`config.mk`:
```
export PLATFORM = sky130hd
export DESIGN_NAME = fetch_buffer
export DESIGN_NICKNAME = d
export VERILOG_FILES = /design/src/rtl/fetch_buffer.sv
export SDC_FILE = /design/constraint.sdc
export NUM_CORES = 1
export LEC_CHECK = 0
export CORE_MARGIN = 3
export CORE_UTILIZATION = 55
export DETAILED_ROUTE_END_ITERATION = 6
export PLACE_DENSITY = 0.8
export SYNTH_ARGS = -nofsm -noshare
export SYNTH_HDL_FRONTEND = slang
export SYNTH_SLANG_ARGS = --single-unit
```
`constraint.sdc`:
```
create_clock -name clk_i -period 11.7 [get_ports clk_i]
set_clock_uncertainty 0.1 [all_clocks]
set_input_delay 2.34 -clock clk_i [delete_from_list [all_inputs] [get_ports clk_i]]
set_output_delay 2.34 -clock clk_i [all_outputs]
set_load 0.01 [all_outputs]
```
`src/rtl/fetch_buffer.sv`:
```
// Fetch-to-decode decoupling buffer: circular FIFO of if_id_stage_t packets.
// One-cycle latency, flush has priority, exception-only packets are buffered.
package fetch_buffer_pkg;
  localparam logic [31:0] INSTR_ADDR_MISALIGNED = 32'd0;

  typedef struct packed {
    logic [31:0] cause;
    logic [31:0] origin;
    logic        valid;
  } exception_t;

  typedef struct packed {
    logic        taken;
    logic [31:0] target;
  } bpred_t;

  typedef struct packed {
    logic [31:0] pc_inst;
    logic [31:0] inst;
    logic        valid;
    bpred_t      bpred;
    exception_t  ex;
  } if_id_stage_t;
endpackage

module fetch_buffer
  import fetch_buffer_pkg::*;
#(
  parameter int DEPTH = 4
) (
  input  logic                     clk_i,
  input  logic                     rstn_i,
  input  if_id_stage_t             fetch_i,
  input  logic                     flush_i,
  input  logic                     ready_i,
  output if_id_stage_t             decode_o,
  output logic                     full_o,
  output logic                     empty_o,
  output logic [$clog2(DEPTH):0]   count_o
);
  localparam int PW = $clog2(DEPTH);
  localparam int CW = PW + 1;

  if_id_stage_t    mem [DEPTH];
  logic [PW-1:0]   wptr, rptr;
  logic [CW-1:0]   count;
  logic            push_req, pop, push;

  assign full_o   = (count == CW'(DEPTH));
  assign empty_o  = (count == '0);
  assign count_o  = count;

  assign push_req = fetch_i.valid | fetch_i.ex.valid;
  assign pop      = ready_i & ~empty_o;
  assign push     = push_req & ~flush_i & (~full_o | pop);

  always_ff @(posedge clk_i or negedge rstn_i) begin
    if (!rstn_i) begin
      wptr  <= '0;
      rptr  <= '0;
      count <= '0;
    end else if (flush_i) begin
      wptr  <= '0;
      rptr  <= '0;
      count <= '0;
    end else begin
      if (push) wptr <= wptr + 1'b1;
      if (pop)  rptr <= rptr + 1'b1;
      case ({push, pop})
        2'b10:   count <= count + 1'b1;
        2'b01:   count <= count - 1'b1;
        default: count <= count;
      endcase
    end
  end

  // Storage carries no reset; occupancy alone decides what is visible.
  always_ff @(posedge clk_i) begin
    if (push) mem[wptr] <= fetch_i;
  end

  assign decode_o = empty_o ? '0 : mem[rptr];
endmodule

```
# After elaboration in Yosys (flattened, before gate mapping)
# Memory sizes are Yosys's and may differ from the RTL's.
# Cells that the tools add are included.
[totals] regBits=7 ramBits=652 in_bits=167 out_inout_bits=168 elab_cells=32 memories=1
[op_classes] addsub=4 n_eq_ne=3 mux=9 bitwise=8 reduce_logical=4
[mem_list] memory="mem" depth=4 width=163 read_ports=1 rd_clocked_by_memory_dff=0 wr=1 line_no="44" text="if_id_stage_t mem [DEPTH];"
[op_table] operator="163-bit 2-to-1 mux" count=1
[op_table] operator="2-bit 2-to-1 mux" count=4
[op_table] operator="3-bit one-hot mux with 2 select lines" count=1
[op_table] operator="2-bit by 1-bit adder with 2-bit output, second input constant" count=2
[op_table] operator="2-bit nonzero test" count=2
[op_table] operator="3-bit by 1-bit adder with 3-bit output, second input constant" count=1
[op_table] operator="1-bit bitwise AND" count=3
[op_table] operator="3-bit == test, second input constant" count=1
[op_table] operator="3-bit logical NOT" count=1
[op_table] operator="3-bit 2-to-1 mux" count=1
[op_table] operator="1-bit inverter" count=3
[op_table] operator="3-bit nonzero test" count=1
[op_table] operator="3-bit by 1-bit subtractor with 3-bit output, second input constant" count=1
[op_table] operator="2-bit by 1-bit == test with 1-bit output, second input constant" count=1
[op_table] operator="2-bit == test, second input constant" count=1
[op_table] operator="1-bit 2-to-1 mux" count=2
[op_table] operator="1-bit bitwise OR" count=2

# Logic depth before layout (Yosys ltp)
# Gate-level depths: netlist of the first run.
[logic_depth] word_depth=8 ltp_mapped=7 ltp_nobuf=6

# Least setup slack after synthesis of the first run
# OpenSTA, ideal clock, no wires.
[synth_timing] path_type="input to register" start="input flush_i" end="memory mem[0][0] (netlist bit), enable pin" setup_time_ns=0.543 t_arrival_ns=6.756 required_ns=11.057 setup_slack_ns=4.302 cell_stages=4 n_path_buf=1 path_cell_list="buf_6 -> o21bai_4 -> a31oi_2 -> and2_1"
[synth_between] elab_chain_cells=5
[synth_lines] element="from (decl)" line_no="34" text="input logic flush_i,"
[synth_lines] element="1-bit inverter" line_no="55" text="assign push = push_req & ~flush_i & (~full_o | pop);"
[synth_lines] element="1-bit bitwise AND (2 in a row)" line_no="55"
[synth_lines] element="1-bit 2-to-1 mux" line_no="79" text="if (push) mem[wptr] <= fetch_i;"
[synth_lines] element="1-bit 2-to-1 mux (implied by the code)" line_no="79"
[synth_lines] element="to (decl)" line_no="44"
# No other way between the ends.

==> impl_results.md, run 1 <==
* R2r startpoint: count_o[0]$_DFFE_PN0P_
* Mapped Nets at 1,263
* Max-cap violations at 0
* Post-Synth Simple-Gate Area at 4.593%
* Reg2reg setup slack at 8420 ps
* Vias in the first global route at 12,610
* Yosys cell types at 32
* DR WL/cell at 24.69 um
* Post-synthesis mux area share at 14.60%
* Register Area at 0.01976 mm^2
* Comb power frac at 24.6%
* Detailed Route WL at 51.73 mm
* Worst-path clk slew at 60 ps
* Period utilization at 51.91%
* Post-synth top area cell: edfxtp_1
* Post-CTS setup buffers at 0
* Die ar. at 0.04852 mm^2
* Placed insts at 1,973
* Clock network fraction of design power at 31.0%
* Overflow after GRT at 0
* CP endpoint kind: output pin
* Commonest non-fill, non-tap cell in the layout: edfxtp_1
* Post-DP HPWL at 29.79 mm
* Pint at 4.816 mW
* Via density at 5.775
* Largest family of logic cells by synthesized area: multiplexers
* Deepest clock path buffer count at 3
* Num rows at 77
* Yosys warning total at 0
* Synth Area in Adders at 0.2774%
* Grt peak-use layer: met2
* Cell Area, Synth at 0.02525 mm^2
* Status: finished clean
* Final Critical Period at 6074 ps
* Cell area after layout at 0.03108 mm^2
* Final Worst Setup Slack at 5626 ps
* Cell area power density at 207.6 mW/mm^2
* Seq cells post-synth at 659
* Post-synthesis xor/xnor area fraction at 0.06936%
* Multi-input gate area at 0.005032 mm^2
* Worst-skew pair later-pin latency at 570 ps
* Initial Util at 56.37%
* FF-to-FF End: mem[1][71]$_DFFE_PP_
* Die width at 220.3 um
* M2 GR Usage at 32.52%
* Final Hold Viols at 0
* Commonest non-fill, non-tap cells in the layout: 652 x edfxtp_1, 334 x clkdlybuf4s50_1, 165 x and2_1
* Max Freq at 0.1646 GHz
* Sw Ratio at 25.37%
* Sequential group share of total power at 44.3%
* Leakage at 9.813 nW
* Fillcell total at 2,747
* Setup_tns at 0 ps
* Share of layout cells above drive strength 1 at 18.33%
* Slew headroom at 25.91%
* Critical Path Sink: decode_o[121]
* Io pins at 335
* Max-slew violations at 0
* Number of CTS-inserted buffers at 67
* Clk sinks at 659
* Tot GR Track Use at 21.59%
* Worst vdd rail ir drop at 187.0 uV
* Met1 Resource Use GR at 30.23%
* GP Congestion at 0.7909
* Placement Setup Slack at 5908 ps
* CTS resizes at 0
* Req. time, crit path at 9260 ps
* Dpl cell area at 0.02901 mm^2
* Crit Path Category: flop to output pin
* Crit start category: flop
* Area Overhead vs Synth at 23.08%
* Syn Inst Count at 1,091
* CTS tree: built
* Port Buffers at 334
* Non-filler cells, final at 2,095
* Drc violations at 0
* Count of final setup violators at 0
* Min-Delay Path Class: flop to flop
* Vias at 12,100
* Antenna viol nets, final at 0
* # H-tree levels at 3
* Crit. Startpoint: rptr[0]$_DFFE_PN0P_
* Grt met3 use at 7.594%
* Antenna violations before repair at 23
* First-pass GRT wire length at 77.43 mm
* Share of the synthesized area in the top cell type at 77.53%
* Synth top area cells: edfxtp_1 78%, mux4_2 15%, and2_1 4.2%
* RSZ-0062 raised after global routing: false
* Seq/Total Area, Yosys at 78.22%
* Pre-antenna DRT Iters at 5
* Reg2reg path depth at 4
* Worst Path Max Fanout at 45
* Switching power total at 1.638 mW
* Post-Syn Area per Cell at 23.15 um^2
* First DRT Iteration DRCs at 1,069
* CTS root buf: clkbuf_16
* Die height at 220.3 um
* CTS Hold Buffers Added at 0
* Slew @ Worst Pin at 1111 ps
* Core Area at 0.04480 mm^2
* Final #Nets at 1,622
* Synth Area in Compound Gates at 0.3319%
* Worst EP arrival at 3630 ps
* Pin count of the biggest net entering global routing at 106
[worst max-delay path, stage by stage (launching register included)]
cell and delay (ps):
dfrtp_4 890, buf_4 830, mux4_2 610, and2_1 210, clkdlybuf4s50_1 500
[cell type report]
cell class	instances	share of cell area, %
diodes	8	0.06441
multi-input cells	370	16.19
clock inverters	27	0.6722
inverters	5	0.06038
flip-flops and latches	659	63.58
repair buffers	347	11.11
clock buffers	87	5.942
well taps	592	2.383
[registers in the layout (all words and copies together), names as in the netlist]
signal	count
rptr	2
count_o	3
wptr	2
mem	652
[Yosys cell counts, drive strengths merged]
library cell,n
o21bai,1
mux2,1
a31oi,3
or3,1
buf,40
nand3,4
o21ai,2
dfrtp,7
nand4,1
and2,169
edfxtp,652
o211ai,1
o31ai,1
fa,1
ha,4
nor4,1
o22ai,1
mux4,163
nand2,5
nand2b,2
inv,5
xor2,2
a21oi,1
clkbuf,17
nor2b,1
and3,1
nor2,4
[power by group through the flow]
stage	combinational, mW	sequential (mW)	clock (mW)
2_1_floorplan	0.925	2.90	0
3_3_place_gp	1.60	2.90	0
3_5_place_dp	1.61	2.91	0
4_1_cts	1.62	2.87	2.04
5_1_grt	1.71	2.88	2.13
6_report	1.59	2.86	2.00
[cells by family (layout without fill, tap and decap cells)]
logic type | after synthesis | count (layout)
compound gates | 10 | 10
flops | 659 | 659
simple gates | 189 | 189
buf+inv | 62 | 466
xor+xnor | 2 | 2
mux | 164 | 164
other cells | 0 | 8
fa+ha+maj | 5 | 5
[metrics by stage]
stage | total power [mW] | hold slack (ps) | utilization (%)
floorplan | 3.820 | 456.9 | -
global placement | 4.496 | 491.3 | 64.75
detailed placement | 4.521 | 503.5 | 64.75
CTS | 6.528 | 501.7 | 69.34
global route | 6.716 | 525.8 | 69.35
finish | 6.454 | 502.6 | 69.38
[worst min path at each step]
stage                                   start             endpoint  slack (ps)  cells after the start
after floorplan           wptr[0]$_DFFE_PN0P_  wptr[0]$_DFFE_PN0P_         460                      2
after CTS                 wptr[0]$_DFFE_PN0P_  wptr[0]$_DFFE_PN0P_         500                      2
after global placement    wptr[0]$_DFFE_PN0P_  wptr[0]$_DFFE_PN0P_         490                      2
after detailed placement  wptr[0]$_DFFE_PN0P_  wptr[0]$_DFFE_PN0P_         500                      2
final                     wptr[0]$_DFFE_PN0P_  wptr[0]$_DFFE_PN0P_         500                      2
after global routing      wptr[0]$_DFFE_PN0P_  wptr[0]$_DFFE_PN0P_         530                      2
[routing by layer]
metal | share of wire, % | wire length [um] | up-vias
li1 | - | - | 5197
met1 | 40 | 20920 | 6323
met2 | 48 | 24660 | 440
met3 | 9.3 | 4824 | 105
met4 | 2.1 | 1110 | 34
met5 | 0.42 | 216 | -
(Power assumes the default switching activity.)
==> run 2: changes to the inputs <==
- CORE_UTILIZATION: 55 -> 50
- PLACE_DENSITY: 0.8 -> 0.76
- clock period: 11.7 -> 5 ns (I/O delays scaled with it)
==> run 2 against run 1 <==
  * Combinational power grew 140%
  * Core utilization is 5.4 points lower
  * Sequential cell count unchanged
  * Critical path type unchanged
  * Critical endpoint is now decode_o[100]
  * Largest cell class unchanged
  * Largest power group unchanged
  * Highest routed layer unchanged
==> impl_results.md, run 2 (synthesis results as in run 1) <==
* Core Area at 0.04946 mm^2 (+10%)
* Fillcell total at 3,312 (+21%)
* Grt met3 use at 5.997% (-1.6 points)
* Setup_tns at 0 ps (unchanged)
* Worst-skew pair later-pin latency at 570 ps (about the same)
* Die ar. at 0.05324 mm^2 (+9.7%)
* Worst Path Max Fanout at 119 (+160%)
* Cell family with most CP delay: simple AND/OR/NAND/NOR gates
* R2r startpoint: count_o[0]$_DFFE_PN0P_
* Largest Register: mem
* Post-DP HPWL at 32.31 mm (+8.4%)
* Max-cap violations at 0 (unchanged)
* Worst vdd rail ir drop at 629.7 uV (+240%)
* Number of CTS-inserted buffers at 67 (unchanged)
* Die width at 230.7 um (+4.7%)
* Pin count of the biggest net entering global routing at 120 (+13%)
* Hold wc startpoint: wptr[0]$_DFFE_PN0P_
* Drc violations at 0 (unchanged)
* Slew @ Worst Pin at 1158 ps (+47.02 ps)
* Worst EP arrival at 3150 ps (-480 ps)
* Post-CTS setup buffers at 0 (unchanged)
* Met1 Resource Use GR at 27.74% (-2.5 points)
* Worst-path clk slew at 60 ps (about the same)
* First DRT Iteration DRCs at 947 (-11%)
* Commonest non-fill, non-tap cell in the layout: edfxtp_1
* # H-tree levels at 3 (unchanged)
* Vias at 12,130 (+0.24%)
* First-pass GRT wire length at 79.01 mm (+2.0%)
* RSZ-0062 raised after global routing: false
* Cell area power density at 480.5 mW/mm^2 (+130%)
* Antenna violations before repair at 11 (-52%)
* Count of final setup violators at 0 (unchanged)
* Final Hold Viols at 0 (unchanged)
* Pre-antenna DRT Iters at 5 (unchanged)
* Num rows at 81 (+5.2%)
* Status: finished clean
* Io pins at 335 (unchanged)
* Min-Delay Path Class: flop to flop
* Antenna viol nets, final at 0 (unchanged)
* Period utilization at 85.00%
* GP Congestion at 0.7594 (-4.0%)
* CTS root buf: clkbuf_16
* CTS resizes at 0 (unchanged)
* Tot GR Track Use at 19.87% (-1.7 points)
* Critical path's largest stage delay at 930 ps (+40 ps)
* Reg2reg path depth at 6 (+2)
* FF-to-FF End: count_o[2]$_DFFE_PN0P_
* Port Buffers at 334 (unchanged)
* Deepest clock path buffer count at 3 (unchanged)
* Via density at 5.503 (-4.7%)
* Hold Path End: wptr[0]$_DFFE_PN0P_
* Req. time, crit path at 3900 ps (-5360 ps)
* Detailed Route WL at 52.23 mm (+0.98%)
* Crit. Startpoint: count_o[2]$_DFFE_PN0P_
* Vias in the first global route at 12,840 (+1.8%)
* Final #Nets at 1,652 (+1.8%)
* CTS Hold Buffers Added at 0 (unchanged)
* Max reg flops at 652 (unchanged)
* Grt peak-use layer: met2
* Leakage at 10.04 nW (+2.3%)
* Slowest stage cell, crit path: or3_4
* M2 GR Usage at 31.18% (-1.3 points)
* Area Overhead vs Synth at 25.23%
* Final Critical Period at 4250 ps
* Commonest non-fill, non-tap cells in the layout: 652 x edfxtp_1, 334 x clkdlybuf4s50_1, 165 x and2_1
* Worst Path Buf+Inv at 2 (unchanged)
* Crit start category: flop
* CP endpoint kind: output pin
* Clk sinks at 659 (unchanged)
* DR WL/cell at 23.70 um (-4.0%)
* Overflow after GRT at 0 (unchanged)
* Max Freq at 0.2353 GHz
* Share of layout cells above drive strength 1 at 20.04% (+1.7 points)
* Crit Path Category: flop to output pin
* Worst Hold Depth at 2 (unchanged)
* Max-slew violations at 0 (unchanged)
* CTS tree: built
* Core Util, Final at 63.95% (-5.4 points)
* Die height at 230.7 um (+4.7%)
* Critical-path cell list: or3_4 > buf_12 > and2_1 > clkdlybuf4s50_1
* Reg2reg setup slack at 2100 ps (-6320 ps)
* Multi-input gate area at 0.005032 mm^2 (unchanged)
* Register Area at 0.01976 mm^2 (unchanged)
* Initial Util at 51.06% (-5.3 points)
* Slew headroom at 22.78% (-3.1 points)
## run 2: changes by cell type in the layout (fill, tap and decap cells not counted)
cell,before,now
clkbuf_1,15,13
clkinv_1,13,19
clkinv_2,7,12
clkinvlp_4,2,1
inv_8,1,0
buf_4,12,25
buf_12,1,18
clkbuf_8,1,0
clkinv_4,0,1
## run 2: where the power goes
group | total, mW | internal (mW) | switching (mW) | leakage (nW)
sequential | 6.68 | 6.52 | 0.153 | 6.04
combinational | 3.83 | 2.09 | 1.74 | 2.98
clock | 4.69 | 2.74 | 1.95 | 1.02
## run 2: how the worst max path moves through the flow
stage	slack (ps)	to	cells after the start
after CTS	680	decode_o[100]	4
final	750	decode_o[100]	4
after global placement	1230	mem[1][160]$_DFFE_PP_	5
after global routing	520	decode_o[69]	4
after floorplan	740	mem[0][0]$_DFFE_PP_	4
after detailed placement	1110	mem[1][160]$_DFFE_PP_	5
## run 2: metal layers
layer	wire, um	vias to the layer above
met5	79	-
met4	1140	12
met3	4441	89
met2	25250	496
met1	21320	6261
li1	-	5270
## run 2: worst min-delay path, cell delays in order, from the launching register on
cell      delay, ps
dfrtp_1         410
nand2b_1         80
o21ai_0          60
## run 2: area by class of cell
class / instances / area share [%]
antenna: 8 / 0.06330
clock buffer: 84 / 5.772
clock inverter: 37 / 0.7794
inverter: 5 / 0.05934
multi-input combinational: 370 / 15.91
sequential: 659 / 62.48
tap: 664 / 2.627
timing repair buffer: 377 / 12.30
## run 2: stage by stage
stage	hold slack [ps]	worst slack (ps)	instances	total power, mW	instance area [um^2]
5_1_grt	570.8	518.8	2197	15.83	31610
6_report	499.0	749.9	2204	15.20	31630
3_3_place_gp	484.7	1234	2075	10.61	29530
4_1_cts	504.1	679.1	2196	15.38	31610
2_1_floorplan	456.9	743.9	1091	8.900	25260
3_5_place_dp	496.1	1115	2075	10.67	29530
